===== src/rtl/data_mem_arbiter_pkg.sv =====
// Shared types for the data_mem arbiter: request payload struct, arbiter
// state encoding and request classification helpers.
package data_mem_arbiter_pkg;

    localparam int RS_ID_W      = 5;
    localparam int RESULT_REG_W = 5;
    localparam int ADDR_W       = 32;
    localparam int BE_W         = 4;
    localparam int DATA_W       = 32;

    typedef struct packed {
        logic [0:RS_ID_W-1]      rs_id;
        logic [0:RESULT_REG_W-1] result_reg;
        logic [0:ADDR_W-1]       address;
        logic [0:BE_W-1]         write_en;
        logic [0:DATA_W-1]       write_data;
        logic [0:BE_W-1]         read_en;
    } mem_req_t;

    typedef enum logic {
        ARB_FREE,
        ARB_HOLD
    } arb_state_t;

    // Any read byte enable makes the request a read, even if write enables are also set.
    function automatic logic is_read(input mem_req_t r);
        return |r.read_en;
    endfunction

    function automatic logic is_write(input mem_req_t r);
        return (|r.write_en) & ~(|r.read_en);
    endfunction

endpackage


===== src/rtl/data_mem_arbiter_if.sv =====
// Bus bundle between the load/store reservation stations, the arbiter and
// data_mem. The slave modport is the arbiter's view; master is the
// environment (requesters plus data_mem).
interface data_mem_arbiter_if
    import data_mem_arbiter_pkg::*;
#(
    parameter int NUM_REQ     = 2,
    parameter int RS_ID_WIDTH = RS_ID_W
);
    logic [NUM_REQ-1:0]      req_valid;
    logic [NUM_REQ-1:0]      req_ready;
    logic [0:RS_ID_WIDTH-1]  req_rs_id      [NUM_REQ];
    logic [0:RESULT_REG_W-1] req_result_reg [NUM_REQ];
    logic [0:ADDR_W-1]       req_address    [NUM_REQ];
    logic [0:BE_W-1]         req_write_en   [NUM_REQ];
    logic [0:DATA_W-1]       req_write_data [NUM_REQ];
    logic [0:BE_W-1]         req_read_en    [NUM_REQ];

    logic                    mem_in_valid;
    logic                    mem_in_ready;
    logic [0:RS_ID_WIDTH-1]  mem_rs_id;
    logic [0:RESULT_REG_W-1] mem_result_reg;
    logic [0:ADDR_W-1]       mem_address;
    logic [0:BE_W-1]         mem_write_en;
    logic [0:DATA_W-1]       mem_write_data;
    logic [0:BE_W-1]         mem_read_en;

    logic                    mem_out_valid;
    logic                    mem_out_ready;
    logic [0:RS_ID_WIDTH-1]  mem_out_rs_id;
    logic [0:RESULT_REG_W-1] mem_out_result_reg;
    logic [0:DATA_W-1]       mem_read_data;

    logic [NUM_REQ-1:0]      resp_valid;
    logic [NUM_REQ-1:0]      resp_ready;
    logic [0:RS_ID_WIDTH-1]  resp_rs_id;
    logic [0:RESULT_REG_W-1] resp_result_reg;
    logic [0:DATA_W-1]       resp_read_data;

    logic                    protocol_error;

    modport slave (
        input  req_valid, req_rs_id, req_result_reg, req_address,
               req_write_en, req_write_data, req_read_en,
               mem_in_ready,
               mem_out_valid, mem_out_rs_id, mem_out_result_reg, mem_read_data,
               resp_ready,
        output req_ready,
               mem_in_valid, mem_rs_id, mem_result_reg, mem_address,
               mem_write_en, mem_write_data, mem_read_en,
               mem_out_ready,
               resp_valid, resp_rs_id, resp_result_reg, resp_read_data,
               protocol_error
    );

    modport master (
        output req_valid, req_rs_id, req_result_reg, req_address,
               req_write_en, req_write_data, req_read_en,
               mem_in_ready,
               mem_out_valid, mem_out_rs_id, mem_out_result_reg, mem_read_data,
               resp_ready,
        input  req_ready,
               mem_in_valid, mem_rs_id, mem_result_reg, mem_address,
               mem_write_en, mem_write_data, mem_read_en,
               mem_out_ready,
               resp_valid, resp_rs_id, resp_result_reg, resp_read_data,
               protocol_error
    );

endinterface


===== src/rtl/data_mem_arbiter_rr_arbiter.sv =====
// Round-robin grant selection with a grant lock (the rr_arbiter of the
// data_mem arbiter). The search starts at ptr; once a grant is stalled by
// the downstream port it is frozen until the handshake completes.
//
//   state    | meaning
//   ---------+-------------------------------------------------------------
//   ARB_FREE | no stalled grant; grant follows the round-robin search
//   ARB_HOLD | grant hold_q was offered but not accepted; grant is frozen
module data_mem_arbiter_rr_arbiter
    import data_mem_arbiter_pkg::*;
#(
    parameter int N     = 2,
    parameter int IDX_W = (N > 1) ? $clog2(N) : 1
)
(
    input  logic             clk,
    input  logic             rst,
    input  logic [N-1:0]     eligible,
    input  logic             lock,
    output logic [IDX_W-1:0] grant,
    output logic             grant_valid
);

    arb_state_t       state_q, state_d;
    logic [IDX_W-1:0] hold_q, hold_d;
    logic [IDX_W-1:0] ptr_q, ptr_d;
    logic [IDX_W-1:0] rr_idx;
    logic             rr_found;

    function automatic logic [IDX_W-1:0] wrap_inc(input logic [IDX_W-1:0] g);
        return (int'(g) >= N - 1) ? '0 : g + IDX_W'(1);
    endfunction

    // State, frozen grant and round-robin pointer registers.
    always_ff @(posedge clk) begin
        if (rst) begin
            state_q <= ARB_FREE;
            hold_q  <= '0;
            ptr_q   <= '0;
        end else begin
            state_q <= state_d;
            hold_q  <= hold_d;
            ptr_q   <= ptr_d;
        end
    end

    // First eligible requester at or after ptr; scanning downwards lets the nearest one win.
    always_comb begin
        rr_idx   = ptr_q;
        rr_found = 1'b0;
        for (int k = N - 1; k >= 0; k--) begin
            int cand;
            cand = int'(ptr_q) + k;
            if (cand >= N) cand = cand - N;
            if (eligible[IDX_W'(cand)]) begin
                rr_idx   = IDX_W'(cand);
                rr_found = 1'b1;
            end
        end
    end

    // Next-state and grant outputs; the pointer moves past the winner on each handshake.
    always_comb begin
        state_d     = state_q;
        hold_d      = hold_q;
        ptr_d       = ptr_q;
        grant       = rr_idx;
        grant_valid = rr_found;
        case (state_q)
            ARB_FREE: begin
                if (rr_found) begin
                    if (lock) begin
                        state_d = ARB_HOLD;
                        hold_d  = rr_idx;
                    end else begin
                        ptr_d = wrap_inc(rr_idx);
                    end
                end
            end
            ARB_HOLD: begin
                grant       = hold_q;
                grant_valid = 1'b1;
                if (!lock) begin
                    state_d = ARB_FREE;
                    ptr_d   = wrap_inc(hold_q);
                end
            end
            default: state_d = ARB_FREE;
        endcase
    end

endmodule


===== src/rtl/data_mem_arbiter.sv =====
// Shares the single data_mem port between NUM_REQ load/store requesters.
// Requests are arbitrated round-robin with zero added latency; read
// responses are routed back in issue order through a small order FIFO
// holding the requester index of every accepted read.
// RS_ID_WIDTH must match the package RS_ID_W used by mem_req_t.
module data_mem_arbiter
    import data_mem_arbiter_pkg::*;
#(
    parameter int NUM_REQ         = 2,
    parameter int RS_ID_WIDTH     = RS_ID_W,
    parameter int MAX_OUTSTANDING = 4
)
(
    input logic               clk,
    input logic               rst,
    data_mem_arbiter_if.slave bus
);

    localparam int IDX_W   = $clog2(NUM_REQ);
    localparam int FIFO_AW = $clog2(MAX_OUTSTANDING);
    localparam int PTR_W   = FIFO_AW + 1;
    // Pointers that differ only in the wrap bit mean the FIFO is full.
    localparam logic [PTR_W-1:0] FULL_XOR = PTR_W'(1) << FIFO_AW;

    mem_req_t         req [NUM_REQ];
    mem_req_t         sel;
    logic [NUM_REQ-1:0] eligible;
    logic [IDX_W-1:0] grant;
    logic             grant_valid;
    logic             handshake;
    logic             push;
    logic             pop;
    logic             fifo_full;
    logic             fifo_empty;
    logic [PTR_W-1:0] wr_ptr;
    logic [PTR_W-1:0] rd_ptr;
    logic [IDX_W-1:0] order_q [MAX_OUTSTANDING];
    logic [IDX_W-1:0] head;
    logic             protocol_error_q;

    // Pack each requester's payload and decide who may compete this cycle.
    always_comb begin
        for (int i = 0; i < NUM_REQ; i++) begin
            req[i].rs_id      = bus.req_rs_id[i];
            req[i].result_reg = bus.req_result_reg[i];
            req[i].address    = bus.req_address[i];
            req[i].write_en   = bus.req_write_en[i];
            req[i].write_data = bus.req_write_data[i];
            req[i].read_en    = bus.req_read_en[i];
            eligible[i] = bus.req_valid[i] &
                          (is_write(req[i]) | (is_read(req[i]) & ~fifo_full));
        end
    end

    data_mem_arbiter_rr_arbiter #(.N(NUM_REQ)) u_rr_arbiter (
        .clk         (clk),
        .rst         (rst),
        .eligible    (eligible),
        .lock        (~bus.mem_in_ready),
        .grant       (grant),
        .grant_valid (grant_valid)
    );

    assign sel        = req[grant];
    assign handshake  = grant_valid & bus.mem_in_ready & ~rst;
    assign push       = handshake & is_read(sel);
    assign fifo_empty = (wr_ptr == rd_ptr);
    assign fifo_full  = ((wr_ptr ^ rd_ptr) == FULL_XOR);
    assign head       = order_q[rd_ptr[FIFO_AW-1:0]];
    assign pop        = bus.mem_out_valid & bus.mem_out_ready & ~fifo_empty;

    // Request mux and response routing; an empty FIFO drains stray responses.
    always_comb begin
        bus.mem_in_valid   = grant_valid & ~rst;
        bus.mem_rs_id      = sel.rs_id;
        bus.mem_result_reg = sel.result_reg;
        bus.mem_address    = sel.address;
        bus.mem_write_en   = sel.write_en;
        bus.mem_write_data = sel.write_data;
        bus.mem_read_en    = sel.read_en;

        bus.req_ready = '0;
        if (handshake) bus.req_ready[grant] = 1'b1;

        bus.resp_valid = '0;
        if (~rst & ~fifo_empty & bus.mem_out_valid) bus.resp_valid[head] = 1'b1;

        bus.mem_out_ready = 1'b0;
        if (~rst) bus.mem_out_ready = fifo_empty ? 1'b1 : bus.resp_ready[head];

        bus.resp_rs_id      = bus.mem_out_rs_id;
        bus.resp_result_reg = bus.mem_out_result_reg;
        bus.resp_read_data  = bus.mem_read_data;
        bus.protocol_error  = protocol_error_q;
    end

    // Order FIFO pointers and the sticky protocol error flag.
    always_ff @(posedge clk) begin
        if (rst) begin
            wr_ptr           <= '0;
            rd_ptr           <= '0;
            protocol_error_q <= 1'b0;
        end else begin
            if (push) wr_ptr <= wr_ptr + PTR_W'(1);
            if (pop)  rd_ptr <= rd_ptr + PTR_W'(1);
            if (bus.mem_out_valid & fifo_empty) protocol_error_q <= 1'b1;
        end
    end

    // Order FIFO storage; contents are only meaningful between the pointers.
    always_ff @(posedge clk) begin
        if (push) order_q[wr_ptr[FIFO_AW-1:0]] <= grant;
    end

endmodule

===== src/flat_wrapper.sv =====
// flat-port wrapper written by rule: the top's interface ports become plain ports
module data_mem_arbiter_flat import data_mem_arbiter_pkg::*;
#(
    parameter int NUM_REQ         = 2,
    parameter int RS_ID_WIDTH     = RS_ID_W,
    parameter int MAX_OUTSTANDING = 4
)
  (clk, rst, bus_req_valid, bus_req_rs_id, bus_req_result_reg, bus_req_address, bus_req_write_en, bus_req_write_data, bus_req_read_en, bus_mem_in_ready, bus_mem_out_valid, bus_mem_out_rs_id, bus_mem_out_result_reg, bus_mem_read_data, bus_resp_ready, bus_req_ready, bus_mem_in_valid, bus_mem_rs_id, bus_mem_result_reg, bus_mem_address, bus_mem_write_en, bus_mem_write_data, bus_mem_read_en, bus_mem_out_ready, bus_resp_valid, bus_resp_rs_id, bus_resp_result_reg, bus_resp_read_data, bus_protocol_error);
  data_mem_arbiter_if #(.NUM_REQ(NUM_REQ), .RS_ID_WIDTH(RS_ID_WIDTH)) bus_i ();
  input logic clk;
  input logic rst;
  input wire logic [$bits(bus_i.req_valid)-1:0] bus_req_valid;
  input wire logic [$bits(bus_i.req_rs_id)-1:0] bus_req_rs_id;
  input wire logic [$bits(bus_i.req_result_reg)-1:0] bus_req_result_reg;
  input wire logic [$bits(bus_i.req_address)-1:0] bus_req_address;
  input wire logic [$bits(bus_i.req_write_en)-1:0] bus_req_write_en;
  input wire logic [$bits(bus_i.req_write_data)-1:0] bus_req_write_data;
  input wire logic [$bits(bus_i.req_read_en)-1:0] bus_req_read_en;
  input wire logic [$bits(bus_i.mem_in_ready)-1:0] bus_mem_in_ready;
  input wire logic [$bits(bus_i.mem_out_valid)-1:0] bus_mem_out_valid;
  input wire logic [$bits(bus_i.mem_out_rs_id)-1:0] bus_mem_out_rs_id;
  input wire logic [$bits(bus_i.mem_out_result_reg)-1:0] bus_mem_out_result_reg;
  input wire logic [$bits(bus_i.mem_read_data)-1:0] bus_mem_read_data;
  input wire logic [$bits(bus_i.resp_ready)-1:0] bus_resp_ready;
  output wire logic [$bits(bus_i.req_ready)-1:0] bus_req_ready;
  output wire logic [$bits(bus_i.mem_in_valid)-1:0] bus_mem_in_valid;
  output wire logic [$bits(bus_i.mem_rs_id)-1:0] bus_mem_rs_id;
  output wire logic [$bits(bus_i.mem_result_reg)-1:0] bus_mem_result_reg;
  output wire logic [$bits(bus_i.mem_address)-1:0] bus_mem_address;
  output wire logic [$bits(bus_i.mem_write_en)-1:0] bus_mem_write_en;
  output wire logic [$bits(bus_i.mem_write_data)-1:0] bus_mem_write_data;
  output wire logic [$bits(bus_i.mem_read_en)-1:0] bus_mem_read_en;
  output wire logic [$bits(bus_i.mem_out_ready)-1:0] bus_mem_out_ready;
  output wire logic [$bits(bus_i.resp_valid)-1:0] bus_resp_valid;
  output wire logic [$bits(bus_i.resp_rs_id)-1:0] bus_resp_rs_id;
  output wire logic [$bits(bus_i.resp_result_reg)-1:0] bus_resp_result_reg;
  output wire logic [$bits(bus_i.resp_read_data)-1:0] bus_resp_read_data;
  output wire logic [$bits(bus_i.protocol_error)-1:0] bus_protocol_error;
  assign bus_i.req_valid = bus_req_valid;
  assign bus_i.req_rs_id = {>>{bus_req_rs_id}};
  assign bus_i.req_result_reg = {>>{bus_req_result_reg}};
  assign bus_i.req_address = {>>{bus_req_address}};
  assign bus_i.req_write_en = {>>{bus_req_write_en}};
  assign bus_i.req_write_data = {>>{bus_req_write_data}};
  assign bus_i.req_read_en = {>>{bus_req_read_en}};
  assign bus_i.mem_in_ready = bus_mem_in_ready;
  assign bus_i.mem_out_valid = bus_mem_out_valid;
  assign bus_i.mem_out_rs_id = bus_mem_out_rs_id;
  assign bus_i.mem_out_result_reg = bus_mem_out_result_reg;
  assign bus_i.mem_read_data = bus_mem_read_data;
  assign bus_i.resp_ready = bus_resp_ready;
  assign bus_req_ready = bus_i.req_ready;
  assign bus_mem_in_valid = bus_i.mem_in_valid;
  assign bus_mem_rs_id = bus_i.mem_rs_id;
  assign bus_mem_result_reg = bus_i.mem_result_reg;
  assign bus_mem_address = bus_i.mem_address;
  assign bus_mem_write_en = bus_i.mem_write_en;
  assign bus_mem_write_data = bus_i.mem_write_data;
  assign bus_mem_read_en = bus_i.mem_read_en;
  assign bus_mem_out_ready = bus_i.mem_out_ready;
  assign bus_resp_valid = bus_i.resp_valid;
  assign bus_resp_rs_id = bus_i.resp_rs_id;
  assign bus_resp_result_reg = bus_i.resp_result_reg;
  assign bus_resp_read_data = bus_i.resp_read_data;
  assign bus_protocol_error = bus_i.protocol_error;
  data_mem_arbiter #(.NUM_REQ(NUM_REQ), .RS_ID_WIDTH(RS_ID_WIDTH), .MAX_OUTSTANDING(MAX_OUTSTANDING)) u_core (.clk(clk), .rst(rst), .bus(bus_i));
endmodule

===== config.mk =====
export PLATFORM = sky130hd
export DESIGN_NAME = data_mem_arbiter_flat
export DESIGN_NICKNAME = d
export VERILOG_FILES = /design/src/rtl/data_mem_arbiter_pkg.sv /design/src/rtl/data_mem_arbiter_if.sv /design/src/rtl/data_mem_arbiter_rr_arbiter.sv /design/src/rtl/data_mem_arbiter.sv /design/src/flat_wrapper.sv
export SDC_FILE = /design/constraint.sdc
export NUM_CORES = 1
export LEC_CHECK = 0
export BUFFER_PORTS_ARGS = -buffer_cell sky130_fd_sc_hd__clkbuf_2
export CAP_MARGIN = 20
export CELL_PAD_IN_SITES_DETAIL_PLACEMENT = 1
export CELL_PAD_IN_SITES_GLOBAL_PLACEMENT = 1
export CORE_AREA = 5 5 130 132
export CTS_CLUSTER_DIAMETER = 150
export DETAILED_ROUTE_END_ITERATION = 12
export DIE_AREA = 0 0 135 137
export GPL_TIMING_DRIVEN = 0
export PLACE_DENSITY_LB_ADDON = 0.12
export SETUP_SLACK_MARGIN = 0.02
export SLEW_MARGIN = 25
export SYNTH_ARGS = -nofsm -noshare
export SYNTH_HDL_FRONTEND = slang
export SYNTH_SLANG_ARGS = --single-unit

===== constraint.sdc =====
create_clock -name clk -period 2.45 [get_ports clk]
set_input_delay 0.6125 -clock clk [delete_from_list [all_inputs] [get_ports clk]]
set_output_delay 0.6125 -clock clk [all_outputs]
set_load 0.02 [all_outputs]

Yosys cells after proc, flatten, opt, wreduce, memory -nomap -nowiden. Memory sizes are Yosys's and may differ from the RTL's. A register that Yosys moved wholly into a read port is not among the register bits. Index checks and enable logic that the tools add are counted.

RAM bits: 4. Memories: 1. Bits in read-only memories: 0. Bits in latches: 0. Word-level logic and storage cells: 96. Output and inout port bits: 131. Register bits after elaboration: 10. Input port bits: 214.

Eq/ne operators: 5. Multiply operators: 0. Divide/modulo/power cells: 0. Bitwise operators: 21. Shifts and indexed selects: 0. $lt $le $gt $ge: 11. Add/sub/neg operators: 7. Reduce and logical (&&, ||, !) cells: 7. Muxes and demuxes: 38.

Memory list: u_core.order_q (depth 4, bits a word 1, read ports 1, clocked after memory_dff 1, write ports 1, line data_mem_arbiter.sv:37) `logic [IDX_W-1:0] order_q [MAX_OUTSTANDING];`.

Operators by type and width (count): $mux 82 (3); $mux 1 (27); $and 1x1->1 (12); $reduce_or 4->1 (3); $mux 2 (4); $add 3x1->3 const B (2); $lt 1x3->1 const B (2); $ne 2x2->1 const B (3); $not 1->1 (6); $reduce_and 3->1 (2); $ge 1x1->1 const B (4); $ge 2x2->1 const B (2); $lt 1x2->1 const B (2); $pmux 1 s2 (2); $eq 3x3->1 (1); $eq 3x3->1 const B (1); $xor 3x3->3 (1); $add 1x1->1 const B (2); $add 1x1->2 const B (1); $demux 1 s1 (2); $ge 1x2->1 const B (1); $logic_and 1x1->1 (2); $not 1->2 (1); $sub 1x1->1 const B (2); $or 1x1->1 (1).

Longest topological paths before layout. Gate-level depths: netlist (run 1).

Depth after elaboration: 19. Mapped depth: 6. Mapped depth without buffers: 6.

By module. A second synthesis (run 1) with hierarchy kept.

Cell total of the unflattened synthesis: 223. Area, all modules: 2188.3 µm².

By module, submodules not included: data_mem_arbiter (cells each 208, seq. area each 300.3 µm², area each 2044.5 µm², times used 1); data_mem_arbiter_rr_arbiter (cells each 15, seq. area each 60.1 µm², area each 143.9 µm², times used 1).

Least setup slack after synthesis (run 1). Ideal clock, no wire load.

Path type: input to output. From: input port bus_req_read_en[7]. To: output port bus_req_ready[0]. Setup slack: -0.137 ns. Required time: 1.837 ns. Buffers on the path: 1. Stages on the path: 5. Data arrival time: 1.974 ns. Cell sequence: nor4_2 > or4_4 > a31oi_4 > buf_6 > nor4_1.

Word-level cells in the longest chain between the ends: 15. Elaborated cells between the ends (all ways): 24. Classes of those cells: order compare (2); mux (13); bitwise (7); reduce/logical (2).

Ends and longest elaborated chain: start, declared (line flat_wrapper.sv:18) `input wire logic [$bits(bus_i.req_read_en)-1:0] bus_req_read_en;`; $reduce_or 4->1 (*) (line data_mem_arbiter_pkg.sv:27, data_mem_arbiter_pkg.sv:31); $not 1->1 (line data_mem_arbiter_pkg.sv:31) `return (|r.write_en) & ~(|r.read_en);`; $and 1x1->1 (line data_mem_arbiter_pkg.sv:31); $or 1x1->1 (*) (line data_mem_arbiter.sv:51) `(is_write(req[i]) | (is_read(req[i]) & ~fifo_full));`; $and 1x1->1 (*) (line data_mem_arbiter.sv:50) `eligible[i] = bus.req_valid[i] &`; $mux 1 (implied by the code) (2 in series) (line data_mem_arbiter_rr_arbiter.sv:55) `if (eligible[IDX_W'(cand)]) begin`; $mux 1 (2 in series) (line data_mem_arbiter_rr_arbiter.sv:55); $mux 1 (line data_mem_arbiter_rr_arbiter.sv:69) `case (state_q)`; $lt 1x2->1 (implied by the code) / $ge 1x1->1 (equally long branches) (line data_mem_arbiter.sv:83) `if (handshake) bus.req_ready[grant] = 1'b1;`; $logic_and 1x1->1 (implied by the code) (line data_mem_arbiter.sv:83); $mux 1 (implied by the code) (line data_mem_arbiter.sv:83); $demux 1 s1; $mux 2 (*) (line data_mem_arbiter.sv:83); end, declared (line flat_wrapper.sv:25) `output wire logic [$bits(bus_i.req_ready)-1:0] bus_req_ready;`.

Mark *: on every way between the ends. The rest lies on a longest branch, timed or not. The select of a mux whose other input is x is not followed.

Worst setup path after layout (run 1).
From: input port bus_req_read_en[7]. To: output port bus_req_ready[1].

Same word-level chain as after synthesis.

==> flow_summary.toml, run 1 <==
[grt]
gr-usage-all-layers = 0.139
antenna_found_initial = 0
pin_count_of_the_biggest_net_entering_global_routing = 14
grt_first_pass_wirelength_um = 20400
grt_overflow = 0
first_global_vias = 3844

[worst_setup_path]
critical_path.startpoint = "bus_req_read_en[7]"
cp_slowest_stage_delay_ns = 0.54
slowest_stage = "sky130_fd_sc_hd__or4_4"
crit_arrival_ns = 1.87
worst_setup_path_start_kind = "primary input"
worst_r2r_startpoint = "u_core.wr_ptr[2]"
worstSetupPathType = "in -> out"
critical-path-top-cell-by-count = "sky130_fd_sc_hd__nor4_4"
critical_path.n_buffers_inverters = 2
crit_path_cell_trace = "clkbuf_2 > nor4_4 > or4_4 > a31oi_4 > nor4_4 > buf_4"
worstPathMaxFanout = 6
worst-endpoint-required_ns = 1.84
end_kind = "output pin"
top_delay_family_on_crit_path = "simple AND/OR/NAND/NOR gates"

[die]
fp.dieArea_um2 = 18500
io_pins = 345
die_h_um = 137
num_rows = 46
initial_utilization = 0.140
core-area_um2 = 15600
floorplan.die.width_um = 135

[clocking]
clock_sinks = 16
cts.reportedPaths.clkPinSlew_ns = 0.05
cts.htree.levels = 1
clk_root_buffer_cell = "sky130_fd_sc_hd__clkbuf_16"
clock_network_latency_to_the_later_pin_of_the_worst_skew_pair_ns = 0.25
clock_path_buffers = 2
cts_buffers = 3
tritoncts = "done"
cts-hold-fix-buffers = 0

[place]
dpl_cell_area_um2 = 3960
hpwl_um = 12700
buffer_ports.inserted = 300
gp_congestion = 0.763
pre_cts_ws_ns = -0.501

[logic_synthesis]
synth-seq-area-share = 0.165
synth.net_count = 610
synth_seq_cells = 16
gate_count_after_technology_mapping = 391
yosys.area_share.xor_xnor = 0.0160
yosysMostFrequentCell = "sky130_fd_sc_hd__nand2_1"
synthTopCellsByCount = "sky130_fd_sc_hd__nand2_1 (250), sky130_fd_sc_hd__buf_4 (42), sky130_fd_sc_hd__clkbuf_1 (15)"
synth_top_family_by_area = "simple AND/OR/NAND/NOR gates"
synth-simple-area-share = 0.530
fraction_of_post_synthesis_cell_area_in_the_top_cell_type_by_area = 0.430
ys.flop_type = "sky130_fd_sc_hd__dfxtp_1"
edff_count_synth = 4
mapped_avg_cell_area_um2 = 5.58
post-synth-top-area-cell = "sky130_fd_sc_hd__nand2_1"
unique_cell_type_count_in_the_yosys_netlist = 34
yosys-top-cells-area = "sky130_fd_sc_hd__nand2_1 (43%), sky130_fd_sc_hd__buf_4 (14%), sky130_fd_sc_hd__dfxtp_1 (11%)"
synth_fa_ha_area_frac = 0.0287
syn-cell-area_um2 = 2180
synth_compound_gate_area_share = 0.0350
async_set_reset_flop_share_out_of_synthesis = 0
synth_warnings = 0
synth_mux_area_frac = 0.0332

[detailed_routing]
via_per_inst = 3.90
drc = 0
drt_pre_antenna_iters = 4
drt.antenna.violating_nets = 0
routed_wire_length_per_instance_um = 15.4
wirelength_um = 14100
routed-via-count = 3562
detail_route.iter0.violations = 55

[final_layout]
design_area_um2 = 4200
final_net_count = 917
drive_gt1_frac = 0.545
area.growth.synth_to_final_pct = 92.5
antenna_cells = 0

[run_status]
outcome = "finished, violations left"
failing_checks = "setup timing"

[power_and_ir_drop]
power.density_cell_area_nw_per_um2 = 368
ir_drop_mv = 0.221
p_leak_nw = 2.64

[timing]
post-route-worst-setup-slack_ns = -0.0283
fin_skew_ns = 0.00226
max_freq_mhz = 404
final_hold_viol_count = 0
timing.final.crit_share = 1.01
max_slew.worst_pin.slew_ns = 0.474
period_minus_slack_ns = 2.48
worst_hold_slack_ns = 0.467
final-max-slew-violation-count = 0
final-setup-viol-count = 3
rsz0062_at_grt = "yes"
slew-limit-headroom = 0.684

[hold_path]
hp-class = "reg -> reg"
startpoint_of_the_lowest_slack_hold_path = "u_core.bus.protocol_error"

[run]
drv.max_cap_violation_count = 0
-- metal layers --
| metal | up-vias | routed length [um] | GRT usage |
|---|---|---|---|
| li1 | 1778 | - | - |
| met1 | 1602 | 4680 | 0.138 |
| met2 | 176 | 7860 | 0.281 |
| met3 | 6 | 1490 | 0.0563 |
| met4 | 0 | 69 | 0.00672 |
| met5 | - | 0 | 0 |
-- cell families (layout without fill, tap and decap cells) --
| kind of cell | Yosys count | in the layout |
|---|---|---|
| muxes | 6 | 6 |
| AOI/OAI and AO/OA | 12 | 12 |
| buffers and inverters | 68 | 374 |
| xor gates and xnor gates | 4 | 4 |
| adders and majority gates | 5 | 5 |
| DFF | 16 | 16 |
| and+or+nand+nor | 280 | 280 |
-- power by group --
group	switching (mW)	total, mW	internal [mW]	leakage [nW]
Sequential	0.00909	0.290	0.281	0.135
Clock	0.106	0.323	0.217	0.0385
Combinational	0.568	0.936	0.367	2.47
-- worst paths after layout --
kind / to / slack (ns) / cells past startpoint
max: bus_req_ready[1] / -0.03 / 6
min: u_core.bus.protocol_error / 0.47 / 2
max reg2reg: u_core.order_q[3] / 0.43 / 6
min reg2reg: u_core.bus.protocol_error / 0.47 / 2
-- per-stage QoR --
step | power (mW) | utilization | std cells | setup TNS (ns)
CTS | 1.58 | 0.269 | 913 | -0.175
global placement | 1.21 | 0.254 | 907 | -19.07
floorplan | 0.806 | - | 391 | -0.274
global route | 1.67 | 0.269 | 913 | -0.244
detailed placement | 1.22 | 0.254 | 907 | -21.53
finish | 1.55 | 0.269 | 913 | -0.0619
-- repair_timing --
item	CTS	global route
setup endpoints to repair	79	73
resized for setup	43	15
pin swaps	3	2
setup buffers	2	1
-- layout make-up --
| type | count | area [um2] |
|---|---|---|
| buffer | 62 | 454 |
| timing repair buffer | 303 | 1550 |
| clock buffer | 3 | 75.1 |
| multi-input combinational | 307 | 1470 |
| sequential | 16 | 364 |
| inverter | 5 | 18.8 |
| fill | 2096 | 11400 |
| tap | 216 | 270 |
| clock inverter | 1 | 3.75 |
-- cell usage in the layout, fill, tap and decap left out, types with 2 or more instances in the layout --
| cell | instances |
|---|---|
| sky130_fd_sc_hd__nor2_1 | 6 |
| sky130_fd_sc_hd__ha_1 | 5 |
| sky130_fd_sc_hd__nand2_1 | 250 |
| sky130_fd_sc_hd__a21oi_1 | 6 |
| sky130_fd_sc_hd__edfxtp_1 | 4 |
| sky130_fd_sc_hd__or3_1 | 3 |
| sky130_fd_sc_hd__xnor2_1 | 2 |
| sky130_fd_sc_hd__nor4_4 | 3 |
| sky130_fd_sc_hd__and2_1 | 4 |
| sky130_fd_sc_hd__dfxtp_1 | 9 |
| sky130_fd_sc_hd__clkbuf_4 | 8 |
| sky130_fd_sc_hd__buf_4 | 48 |
| sky130_fd_sc_hd__clkbuf_8 | 3 |
| sky130_fd_sc_hd__clkbuf_2 | 296 |
| sky130_fd_sc_hd__mux2i_1 | 4 |
| sky130_fd_sc_hd__buf_2 | 5 |
| sky130_fd_sc_hd__o21ai_0 | 4 |
| sky130_fd_sc_hd__dfxtp_2 | 3 |
| sky130_fd_sc_hd__xor2_1 | 2 |
| sky130_fd_sc_hd__nand2b_1 | 2 |
| sky130_fd_sc_hd__clkbuf_16 | 3 |
| sky130_fd_sc_hd__inv_1 | 4 |
| sky130_fd_sc_hd__clkbuf_1 | 3 |
-- worst min-delay path: cells and delay by family (launching register included) --
family | cells | cell delay, ns
AOI/OAI and AO/OA | 1 | 0.04
DFF | 1 | 0.32
and+or+nand+nor | 1 | 0.07
Note: power is estimated with default switching activity, not from simulation.
==> run 2, diff against run 1 <==
clock period = 3 ns   (was 2.45 ns; I/O delays follow)
==> run 2 against run 1 <==
The run now ends clean. Clock-buffer cell count stayed put. Worst hold slack hardly changed. Final area fell by 3.2%. Critical endpoint unchanged. Register-to-register slack better by 0.53 ns. Sequential cell count unchanged. Via count down 1.2%. Sequential share of layout area rose by 0.19 points. Largest cell class unchanged. Combinational power fell by 21%. First-iteration DRC count increased by 3.6%. Cell count shrank 0.33%.
==> flow_summary.toml, run 2 (synthesis results as in run 1) <==
[run_status]
outcome = "finished, final reports clean"

[clocking]
tritoncts = "done"
post-cts-setup-buffer-count = 0
cts_buffers = 3
clock_path_buffers = 2
cts-hold-fix-buffers = 0
clock_sinks = 16
clk_root_buffer_cell = "sky130_fd_sc_hd__clkbuf_16"
clock_network_latency_to_the_later_pin_of_the_worst_skew_pair_ns = 0.25
cts.reportedPaths.clkPinSlew_ns = 0.05
cts.htree.levels = 1

[timing]
timing.final.crit_share = 0.935
rsz0062_at_grt = "no"
slew-limit-headroom = 0.427
max_freq_mhz = 356
final-setup-viol-count = 0
finalSetupTns_ns = 0
period_minus_slack_ns = 2.81
fin_skew_ns = 0.00298
max_slew.worst_pin.slew_ns = 0.858
final-max-slew-violation-count = 0
final_hold_viol_count = 0

[grt]
grt_overflow = 0
grt_first_pass_wirelength_um = 20300
gr-usage-all-layers = 0.137
first_global_vias = 3834
antenna_found_initial = 0
pin_count_of_the_biggest_net_entering_global_routing = 15

[die]
die_h_um = 137
num_rows = 46
initial_utilization = 0.140
fp.dieArea_um2 = 18500
io_pins = 345
floorplan.die.width_um = 135
core-area_um2 = 15600

[worst_setup_path]
worst_r2r_startpoint = "u_core.wr_ptr[1]"
critical_path.startpoint = "bus_req_read_en[4]"
worstPathMaxFanout = 10
setup.worst_path.end = "bus_req_ready[1]"
reg2reg_setup_slack_ns = 0.96
end_kind = "output pin"
worst_setup_path_start_kind = "primary input"
worstSetupPathType = "in -> out"
reg2reg_depth = 6
worst-endpoint-required_ns = 2.25
crit_arrival_ns = 2.06
reg2reg_to = "u_core.order_q[3]"

[place]
buffer_ports.inserted = 300
hpwl_um = 12700
dpl_cell_area_um2 = 3960
dp.cells = 907
gp_congestion = 0.763

[final_layout]
number_of_fill_cells_in_the_layout = 2115
layout.cells.most_common_list = "sky130_fd_sc_hd__clkbuf_2 (307), sky130_fd_sc_hd__nand2_1 (250), sky130_fd_sc_hd__buf_4 (42)"
final_net_count = 914
final_cells = 910
most_common_cell_after_layout_fill_and_taps_aside = "sky130_fd_sc_hd__clkbuf_2"
area.growth.synth_to_final_pct = 86.4
design_area_um2 = 4070
drive_gt1_frac = 0.526
antenna_cells = 0
post-route-util = 0.261

[detailed_routing]
detail_route.iter0.violations = 57
drc = 0
routed-via-count = 3518
wirelength_um = 14000
routed_wire_length_per_instance_um = 15.4
drt_pre_antenna_iters = 4
via_per_inst = 3.87
drt.antenna.violating_nets = 0

[power_and_ir_drop]
power.density_cell_area_nw_per_um2 = 305
p_leak_nw = 2.58
ir_drop_mv = 0.186

[hold_path]
hp-class = "reg -> reg"

[run]
drv.max_cap_violation_count = 0
run 2: critical path, stage by stage:
cell                       delay, ns
sky130_fd_sc_hd__clkbuf_2       0.11
sky130_fd_sc_hd__nor4_4         0.36
sky130_fd_sc_hd__or4_4          0.21
sky130_fd_sc_hd__a31oi_4        0.10
sky130_fd_sc_hd__buf_6          0.16
sky130_fd_sc_hd__nor4_2         0.15
sky130_fd_sc_hd__clkbuf_2       0.21
run 2: how the worst min path moves through the flow:
| stage | from | end | cells past startpoint |
|---|---|---|---|
| 2_1_floorplan | u_core.rd_ptr[2] | u_core.rd_ptr[2] | 1 |
| 3_3_place_gp | u_core.bus.protocol_error | u_core.bus.protocol_error | 2 |
| 3_5_place_dp | u_core.bus.protocol_error | u_core.bus.protocol_error | 2 |
| 4_1_cts | u_core.bus.protocol_error | u_core.bus.protocol_error | 2 |
| 5_1_grt | u_core.bus.protocol_error | u_core.bus.protocol_error | 2 |
| 6_report | u_core.bus.protocol_error | u_core.bus.protocol_error | 2 |
run 2: power by group:
group	internal [mW]	total, mW	switching, mW
Combinational	0.282	0.742	0.460
Clock	0.177	0.264	0.0872
Sequential	0.229	0.235	0.00634
Total	0.688	1.24	0.554
run 2: timing repair:
item | CTS | global route
gates resized for setup | 4 | 12
setup endpoints to repair | 72 | 62
endpoints found under the hold margin | 0 | 0
pin swaps | 0 | 1
cloned | 0 | 0
run 2: layout make-up:
| cell class | count | area (um2) | share of cell area |
|---|---|---|---|
| Sequential cell | 16 | 360 | 0.0886 |
| Tap cell | 216 | 270 | 0.0664 |
| Inverter | 5 | 18.8 | 0.00461 |
| Clock inverter | 1 | 3.75 | 0.000923 |
| Timing Repair Buffer | 300 | 1500 | 0.369 |
| Multi-Input combinational cell | 307 | 1430 | 0.351 |
| Buffer | 62 | 409 | 0.101 |
| Clock buffer | 3 | 75.1 | 0.0185 |
run 2: metrics by stage:
stage | worst slack, ns | hold slack [ns] | total power [mW]
floorplan | 0.138 | 0.450 | 0.658
global placement | -0.0718 | 0.453 | 0.984
detailed placement | -0.0889 | 0.458 | 0.995
CTS | 0.0784 | 0.472 | 1.27
global route | 0.0210 | 0.490 | 1.34
finish | 0.194 | 0.467 | 1.24
run 2: routing by layer:
layer | track usage | wire length (um)
met5 | 0 | 0
met4 | 0.00672 | 46
met3 | 0.0559 | 1520
met2 | 0.279 | 7790
met1 | 0.136 | 4630
